`config.mk`:
```
export PLATFORM = sky130hd
export DESIGN_NAME = fp8_mul_sequencer
export DESIGN_NICKNAME = d
export VERILOG_FILES = /design/src/rtl/fp8_pkg.sv /design/src/rtl/fp8_seq_watchdog.sv /design/src/rtl/fp8_mul_sequencer.sv
export SDC_FILE = /design/constraint.sdc
export NUM_CORES = 1
export LEC_CHECK = 0
export ABC_AREA = 1
export BUFFER_PORTS_ARGS = -buffer_cell sky130_fd_sc_hd__buf_2
export CORE_ASPECT_RATIO = 1.2
export CORE_MARGIN = 1
export CORE_UTILIZATION = 40
export CTS_BUF_LIST = sky130_fd_sc_hd__clkbuf_4 sky130_fd_sc_hd__clkbuf_8 sky130_fd_sc_hd__clkbuf_16
export CTS_CLUSTER_DIAMETER = 200
export DETAILED_ROUTE_END_ITERATION = 6
export PLACE_DENSITY = 0.65
export SLEW_MARGIN = 20
export SYNTH_ARGS = -nofsm -noshare
export SYNTH_HDL_FRONTEND = slang
export SYNTH_SLANG_ARGS = --single-unit
```
`constraint.sdc`:
```
create_clock -name clock_i -period 2.13 [get_ports clock_i]
set_input_delay 0 -clock clock_i [delete_from_list [all_inputs] [get_ports clock_i]]
set_output_delay 0 -clock clock_i [all_outputs]
set_load 0.01 [all_outputs]
```
`src/rtl/fp8_pkg.sv`:
```
// fp8_pkg: shared state encoding and constants for the FP8 multiplier sequencer
package fp8_pkg;
  typedef enum logic [2:0] {
    A_HI,
    A_LO,
    B_HI,
    B_LO,
    ISSUE,
    WAIT,
    OUT_HI,
    OUT_LO
  } seq_state_t;
  localparam logic [7:0] FP8_NAN      = 8'hFF;
  localparam logic [7:0] RESULT_RESET = 8'hFF;
  function automatic logic [3:0] nib_sel(input logic [7:0] v, input logic hi);
    return hi ? v[7:4] : v[3:0];
  endfunction
endpackage

```
`src/rtl/fp8_seq_watchdog.sv`:
```
// fp8_seq_watchdog: cleared on load, counts while enabled, flags the LIMIT-th enabled cycle
module fp8_seq_watchdog #(
  parameter int unsigned LIMIT = 15
) (
  input  logic clock_i,
  input  logic reset_i,
  input  logic load_i,
  input  logic en_i,
  output logic expire_o
);
  logic [7:0] cnt_q, cnt_d;
  // clear on load, otherwise count enabled cycles
  always_comb cnt_d = load_i ? 8'd0 : en_i ? cnt_q + 8'd1 : cnt_q;
  // counter register
  always_ff @(posedge clock_i or posedge reset_i)
    if (reset_i) cnt_q <= 8'd0;
    else cnt_q <= cnt_d;
  assign expire_o = en_i && (cnt_q == 8'(LIMIT - 1));
endmodule

```
`src/rtl/fp8_mul_sequencer.sv`:
```
// fp8_mul_sequencer: nibble-serial operand loader and result streamer for an FP8 multiplier core (watchdog under FP8SEQ_TIMEOUT_EN)
module fp8_mul_sequencer
  import fp8_pkg::*;
#(
  parameter int unsigned TIMEOUT_CYCLES = 15
) (
  input  logic       clock_i,
  input  logic       reset_i,
  input  logic       enable_i,
  input  logic [3:0] data_i,
  output logic       core_start_o,
  output logic [7:0] core_a_o,
  output logic [7:0] core_b_o,
  input  logic       core_done_i,
  input  logic [7:0] core_c_i,
  output logic [3:0] out_data_o,
  output logic       out_valid_o,
  output logic       busy_o,
  output logic       err_o
);
  seq_state_t state_q, state_d;
  logic [7:0] a_q, a_d, b_q, b_d, res_q, res_d;
  logic       err_q, err_d;
  logic       expire;
`ifdef FP8SEQ_TIMEOUT_EN
  fp8_seq_watchdog #(.LIMIT(TIMEOUT_CYCLES)) u_wdog (
    .clock_i (clock_i),
    .reset_i (reset_i),
    .load_i  (state_q == ISSUE),
    .en_i    (state_q == WAIT),
    .expire_o(expire)
  );
`else
  logic unused_cfg;
  assign unused_cfg = ^8'(TIMEOUT_CYCLES);
  assign expire     = 1'b0;
`endif
  // next-state, operand capture and result capture
  always_comb begin
    state_d = state_q;
    a_d     = a_q;
    b_d     = b_q;
    res_d   = res_q;
    err_d   = err_q;
    case (state_q)
      A_HI: if (enable_i) begin
        a_d[7:4] = data_i;
        err_d    = 1'b0;
        state_d  = A_LO;
      end
      A_LO: if (enable_i) begin
        a_d[3:0] = data_i;
        state_d  = B_HI;
      end
      B_HI: if (enable_i) begin
        b_d[7:4] = data_i;
        state_d  = B_LO;
      end
      B_LO: if (enable_i) begin
        b_d[3:0] = data_i;
        state_d  = ISSUE;
      end
      ISSUE: state_d = WAIT;
      WAIT: if (core_done_i) begin
        res_d   = core_c_i;
        state_d = OUT_HI;
      end else if (expire) begin
        res_d   = FP8_NAN;
        err_d   = 1'b1;
        state_d = OUT_HI;
      end
      OUT_HI: state_d = enable_i ? OUT_LO : OUT_HI;
      OUT_LO: state_d = enable_i ? A_HI : OUT_LO;
      default: state_d = A_HI;
    endcase
  end
  // state and datapath registers
  always_ff @(posedge clock_i or posedge reset_i)
    if (reset_i) begin
      state_q <= A_HI;
      a_q     <= 8'h00;
      b_q     <= 8'h00;
      res_q   <= RESULT_RESET;
      err_q   <= 1'b0;
    end else begin
      state_q <= state_d;
      a_q     <= a_d;
      b_q     <= b_d;
      res_q   <= res_d;
      err_q   <= err_d;
    end
  assign core_start_o = state_q == ISSUE;
  assign busy_o       = (state_q == ISSUE) || (state_q == WAIT);
  assign out_valid_o  = (state_q == OUT_HI) || (state_q == OUT_LO);
  assign out_data_o   = out_valid_o ? nib_sel(res_q, state_q == OUT_HI) : 4'hF;
  assign core_a_o     = a_q;
  assign core_b_o     = b_q;
  assign err_o        = err_q;
endmodule

```
# Word-level counts from Yosys, hierarchy flattened
# Cells that the tools add are included.
dict set report classes {
  eq_ne 12
  muxes 10
  n_reduce_logical 9
}
# cell count
set op_table {}
lappend op_table {{$pmux W3 S8} 1}
lappend op_table {{$mux W3} 6}
lappend op_table {{$eq A3 B3 Y1 const B} 4}
lappend op_table {{$ne A2 B2 Y1 const B} 5}
lappend op_table {{$reduce_and A2 Y1} 5}
lappend op_table {{$mux W4} 2}
lappend op_table {{$eq A3 B2 Y1 const B} 2}
lappend op_table {{$reduce_and A5 Y1} 1}
lappend op_table {{$eq A3 B1 Y1 const B} 1}
lappend op_table {{$logic_not A3 Y1} 1}
lappend op_table {{$logic_or A1 B1 Y1} 2}
lappend op_table {{$mux W1} 1}
dict set report totals {
  regBits 27
  input_bits 16
  out_inout_bits 24
  elab_cells 37
}

# Longest topological paths before layout
dict set report depth {
  depth_word 3
  depth_mapped 6
  mapped_depth_nobuf 6
}

# Worst setup path before layout
# Ideal clock, no wire load.
dict set report synth_path {
  path_type {reg2reg}
  from {register state_q[2]}
  to {register b_q[4], in the netlist core_b_o[4]}
  t_arrival_ns 0.973
  required_ns 2.003
  slack_ns 1.030
  path_stages_with_launch 6
  period_less_slack_ns 1.100
  cell_sequence {dfrtp_1 -> buf_4 -> nor2_2 -> nand2_1 -> nand2_1 -> o21ai_0}
}
dict set report synth_between {
  elab_chain_cells 2
}
# item line_no
set synth_lines {}
lappend synth_lines {{start, declared} fp8_mul_sequencer.sv:21} ;# seq_state_t state_q, state_d;
lappend synth_lines {{start signal, assigned} fp8_mul_sequencer.sv:86} ;# state_q <= state_d;
lappend synth_lines {{$eq A3 B2 Y1} fp8_mul_sequencer.sv:45} ;# case (state_q)
lappend synth_lines {{$reduce_and A2 Y1 (no source line)} -}
lappend synth_lines {{end signal, assigned} fp8_mul_sequencer.sv:82} ;# b_q <= 8'h00;
lappend synth_lines {{end signal, assigned} fp8_mul_sequencer.sv:88} ;# b_q <= b_d;
lappend synth_lines {{end, declared} fp8_mul_sequencer.sv:22} ;# logic [7:0] a_q, a_d, b_q, b_d, res_q, res_d;
# Every way passes these cells.
# A chain may end at the register's enable or synchronous reset.

# Worst setup path after layout
dict set report layout_path {
  from {register state_q[2]}
  to {output port out_data_o[0]}
}
dict set report layout_between {
  elab_chain_cells 3
}
# item line_no
set layout_lines {}
lappend layout_lines {{$eq A3 B3 Y1 (on tied branches)} {fp8_mul_sequencer.sv:94, fp8_mul_sequencer.sv:95}}
lappend layout_lines {{$mux W4 / $logic_or A1 B1 Y1 (equally long branches)} {fp8_pkg.sv:16, fp8_mul_sequencer.sv:94}}
lappend layout_lines {{$mux W4 (*)} fp8_mul_sequencer.sv:95} ;# assign out_data_o = out_valid_o ? nib_sel(res_q, state_q == OUT_HI) : 4'hF;
lappend layout_lines {{end, declared} fp8_mul_sequencer.sv:16} ;# output logic [3:0] out_data_o,
# Every way passes the cells marked *; elsewhere a longest branch is shown, timed or not.

==> flow_metrics.py <==
metrics = {
    "cts": {
        "clkTransAtPathRegs_ns": 0.16,
        "cts_root_buf": "clkbuf_4",
        "cts_buffers": 3,
        "post-cts-setup-buffer-count": 0,
        "cts_buffer_depth": 2,
        "htree_num_levels": 1,
        "cts_resized": 0,
        "insertion_delay_ns": 0.33,
        "cts_tree": "done",
        "clock-sinks": 27,
    },
    "logic_synthesis": {
        "ys_types": 21,
        "synthTopCellsByCount": "nand2_1 (40), dfrtp_1 (19), inv_1 (16)",
        "yosysSeqAreaShare": 0.5420,
        "avgSynthCellArea_sq_um": 8.784,
        "synth_area_leader_cell": "dfrtp_1",
        "synth.most_common_cell": "nand2_1",
        "synthArstFlopShare": 1.000,
        "synth_area_leaders": "dfrtp_1 (38%), dfstp_2 (17%), nand2_1 (12%), o21ai_2 (5.5%), o21ai_0 (5.1%)",
        "syn_area_sq_mm": 0.001265,
        "yosysTopAreaCellShare": 0.3759,
        "netlist_instances": 144,
        "synth_warnings": 0,
        "ys_seq_elements": 27,
        "synth-main-ff-cell": "dfrtp_1",
        "synth_edf_count": 0,
        "syn-num-nets": 160,
    },
    "timing": {
        "setup-tns-final_ns": 0,
        "clock.fmax_mhz": 619.4,
        "worst_hold_slack_ns": 0.01362,
        "drv_slew": 0,
        "fin_crit_sh": 0.7580,
        "fin_skew_ns": 0.01846,
        "fin_crit_ns": 1.614,
        "rsz0062_at_grt": "false",
        "relSlewSlack": 0.4588,
        "setup_viol": 0,
        "fin_ws_ns": 0.5155,
        "tightestPinTransition_ns": 0.8109,
        "hold_violations": 0,
    },
    "detailed_routing": {
        "drt_iter0_drc": 18,
        "vias": 1091,
        "wl_mm": 2.696,
        "viasPerCell": 4.682,
        "firstDrtPassIters": 4,
        "ant_nets": 0,
        "wl_per_cell_microns": 11.57,
        "route.detailed.drc": 0,
    },
    "global_route": {
        "grt_max_degree": 23,
        "grt_use_total": 0.1818,
        "grt_pass1_vias": 1064,
        "grt_pass1_wl_mm": 4.519,
        "antenna_found_initial": 0,
        "globalRouteOverflowTotal": 0,
    },
    "floorplan": {
        "core_region_area_sq_mm": 0.003028,
        "io_pins": 40,
        "die_y_microns": 63.60,
        "start_util": 0.4178,
        "num_rows": 22,
        "fp.dieW_microns": 53.34,
        "dieArea_sq_mm": 0.003392,
    },
    "worst_setup_path": {
        "cp_slowest_cell": "dfrtp_1",
        "crit_chain": "inv_2, nor2_2, inv_2, nand2_1, nand3_1, buf_2",
        "rrSetupSlack_ns": 0.85,
        "worstPathRequired_ns": 2.13,
        "critical_path.most_common_cell": "inv_2",
        "cp-end-kind": "primary output",
        "critPathLaunchType": "flip-flop",
        "cp_data_arrival_time_ns": 1.61,
        "cp_max_fo": 11,
        "crit_type": "flip-flop to primary output",
        "slowest_delay_ns": 0.62,
    },
    "layout": {
        "diodes": 0,
        "nets": 214,
        "fillers": 296,
        "final_layout_size_suffix_gt1_frac": 0.3807,
        "fin_cells": 233,
        "syn_to_final_growth_pct": 29.57,
    },
    "power": {
        "clkPwrFrac": 0.103,
        "switching_share": 0.4187,
        "peakVddDrop_mv": 0.6909,
        "pwr-share-seq": 0.455,
        "powerDensity_mw_per_mm2": 1315,
        "power.switching_mw": 0.9023,
        "comb_power_share": 0.442,
        "leakagePower_nw": 0.8523,
        "intPower_mw": 1.253,
    },
    "place": {
        "gp_congestion": 0.8449,
        "dp_hpwl_mm": 1.984,
        "portBuffers": 38,
        "dpl_worst_slack_ns": 0.8857,
        "place_inst": 216,
    },
    "outcome": {
        "outcome": "completed",
    },
    "job": {
        "drv_cap": 0,
    },
    "min_path": {
        "hp-class": "primary input to flip-flop",
    },
}
-- registers in the layout, indices dropped and copies added (netlist names) --
signal    cells
core_a_o      8
core_b_o      8
res_q         8
state_q       3
-- worst paths after layout --
kind	from	end	cells after the start
setup / recovery	state_q[2]	out_data_o[0]	6
hold / removal	enable_i	state_q[1]	5
setup reg to reg	state_q[2]	core_b_o[4]	4
hold reg to reg	res_q[0]	res_q[0]	2
max in group asynchronous	reset_i	res_q[4]	4
min in group asynchronous	reset_i	state_q[0]	3
-- cells in the final DEF, fill, tap and decap left out, types with 3 or more instances in the layout --
cell type and instances:
dfrtp_1 19, inv_1 16, nand3_1 6, dlygate4sd3_1 13, nor2_2 3, buf_2 38
nand2_1 40, o21ai_1 5, clkbuf_4 3, nor2_1 6, o21ai_2 8, dfstp_2 8
o21ai_0 13, inv_2 4, nand2_2 6
-- logic make-up after synthesis --
| kind of cell | synth area share |
|---|---|
| AOI/OAI and AO/OA | 0.1375 |
| other | 0.002965 |
| DFF | 0.5420 |
| and+or+nand+nor | 0.2374 |
| buffers and inverters | 0.08011 |
-- power by group through the flow --
stage / Clock, mW / Sequential (mW) / Combinational [mW]
finish: 0.222 / 0.981 / 0.952
global route: 0.248 / 1.01 / 1.08
CTS: 0.229 / 0.983 / 0.968
detailed placement: 0 / 0.988 / 0.953
global placement: 0 / 0.982 / 0.919
floorplan: 0 / 1.00 / 0.611
-- worst max-delay path, delay by kind of cell, from the launching register on --
family,cells,cell delay (ns)
buffers and inverters,3,0.33
and+or+nand+nor,3,0.33
DFF,1,0.62
-- what timing repair did --
| item | CTS | global route |
|---|---|---|
| setup endpoints to repair | 0 | 0 |
| hold buffers | 13 | 0 |
| endpoints found under the hold margin | 34 | 0 |
-- metal layers --
layer / wire [microns] / track usage
met1: 1198 / 0.2295
met5: 0 / 0
met3: 144 / 0.03623
met2: 1343 / 0.3016
met4: 10 / 0.05921
-- cell type report --
type / instances / area [sq um] / share of cell area
inverters: 20 / 75.07 / 0.04580
flip-flops and latches: 27 / 685.7 / 0.4183
well taps: 36 / 45.04 / 0.02748
clock buffers: 3 / 22.52 / 0.01374
clock inverters: 1 / 5.005 / 0.003053
multi-input cells: 94 / 478.0 / 0.2916
repair buffers: 52 / 327.8 / 0.2000
-- stage by stage --
stage	util	instance area, sq um	power [mW]
after global placement	0.4893	1481	1.901
after detailed placement	0.4893	1481	1.940
final	0.5413	1639	2.155
after global routing	0.5413	1639	2.345
after CTS	0.5413	1639	2.181
after floorplan	-	1265	1.613
No activity file was read; power rests on OpenSTA's default activity.
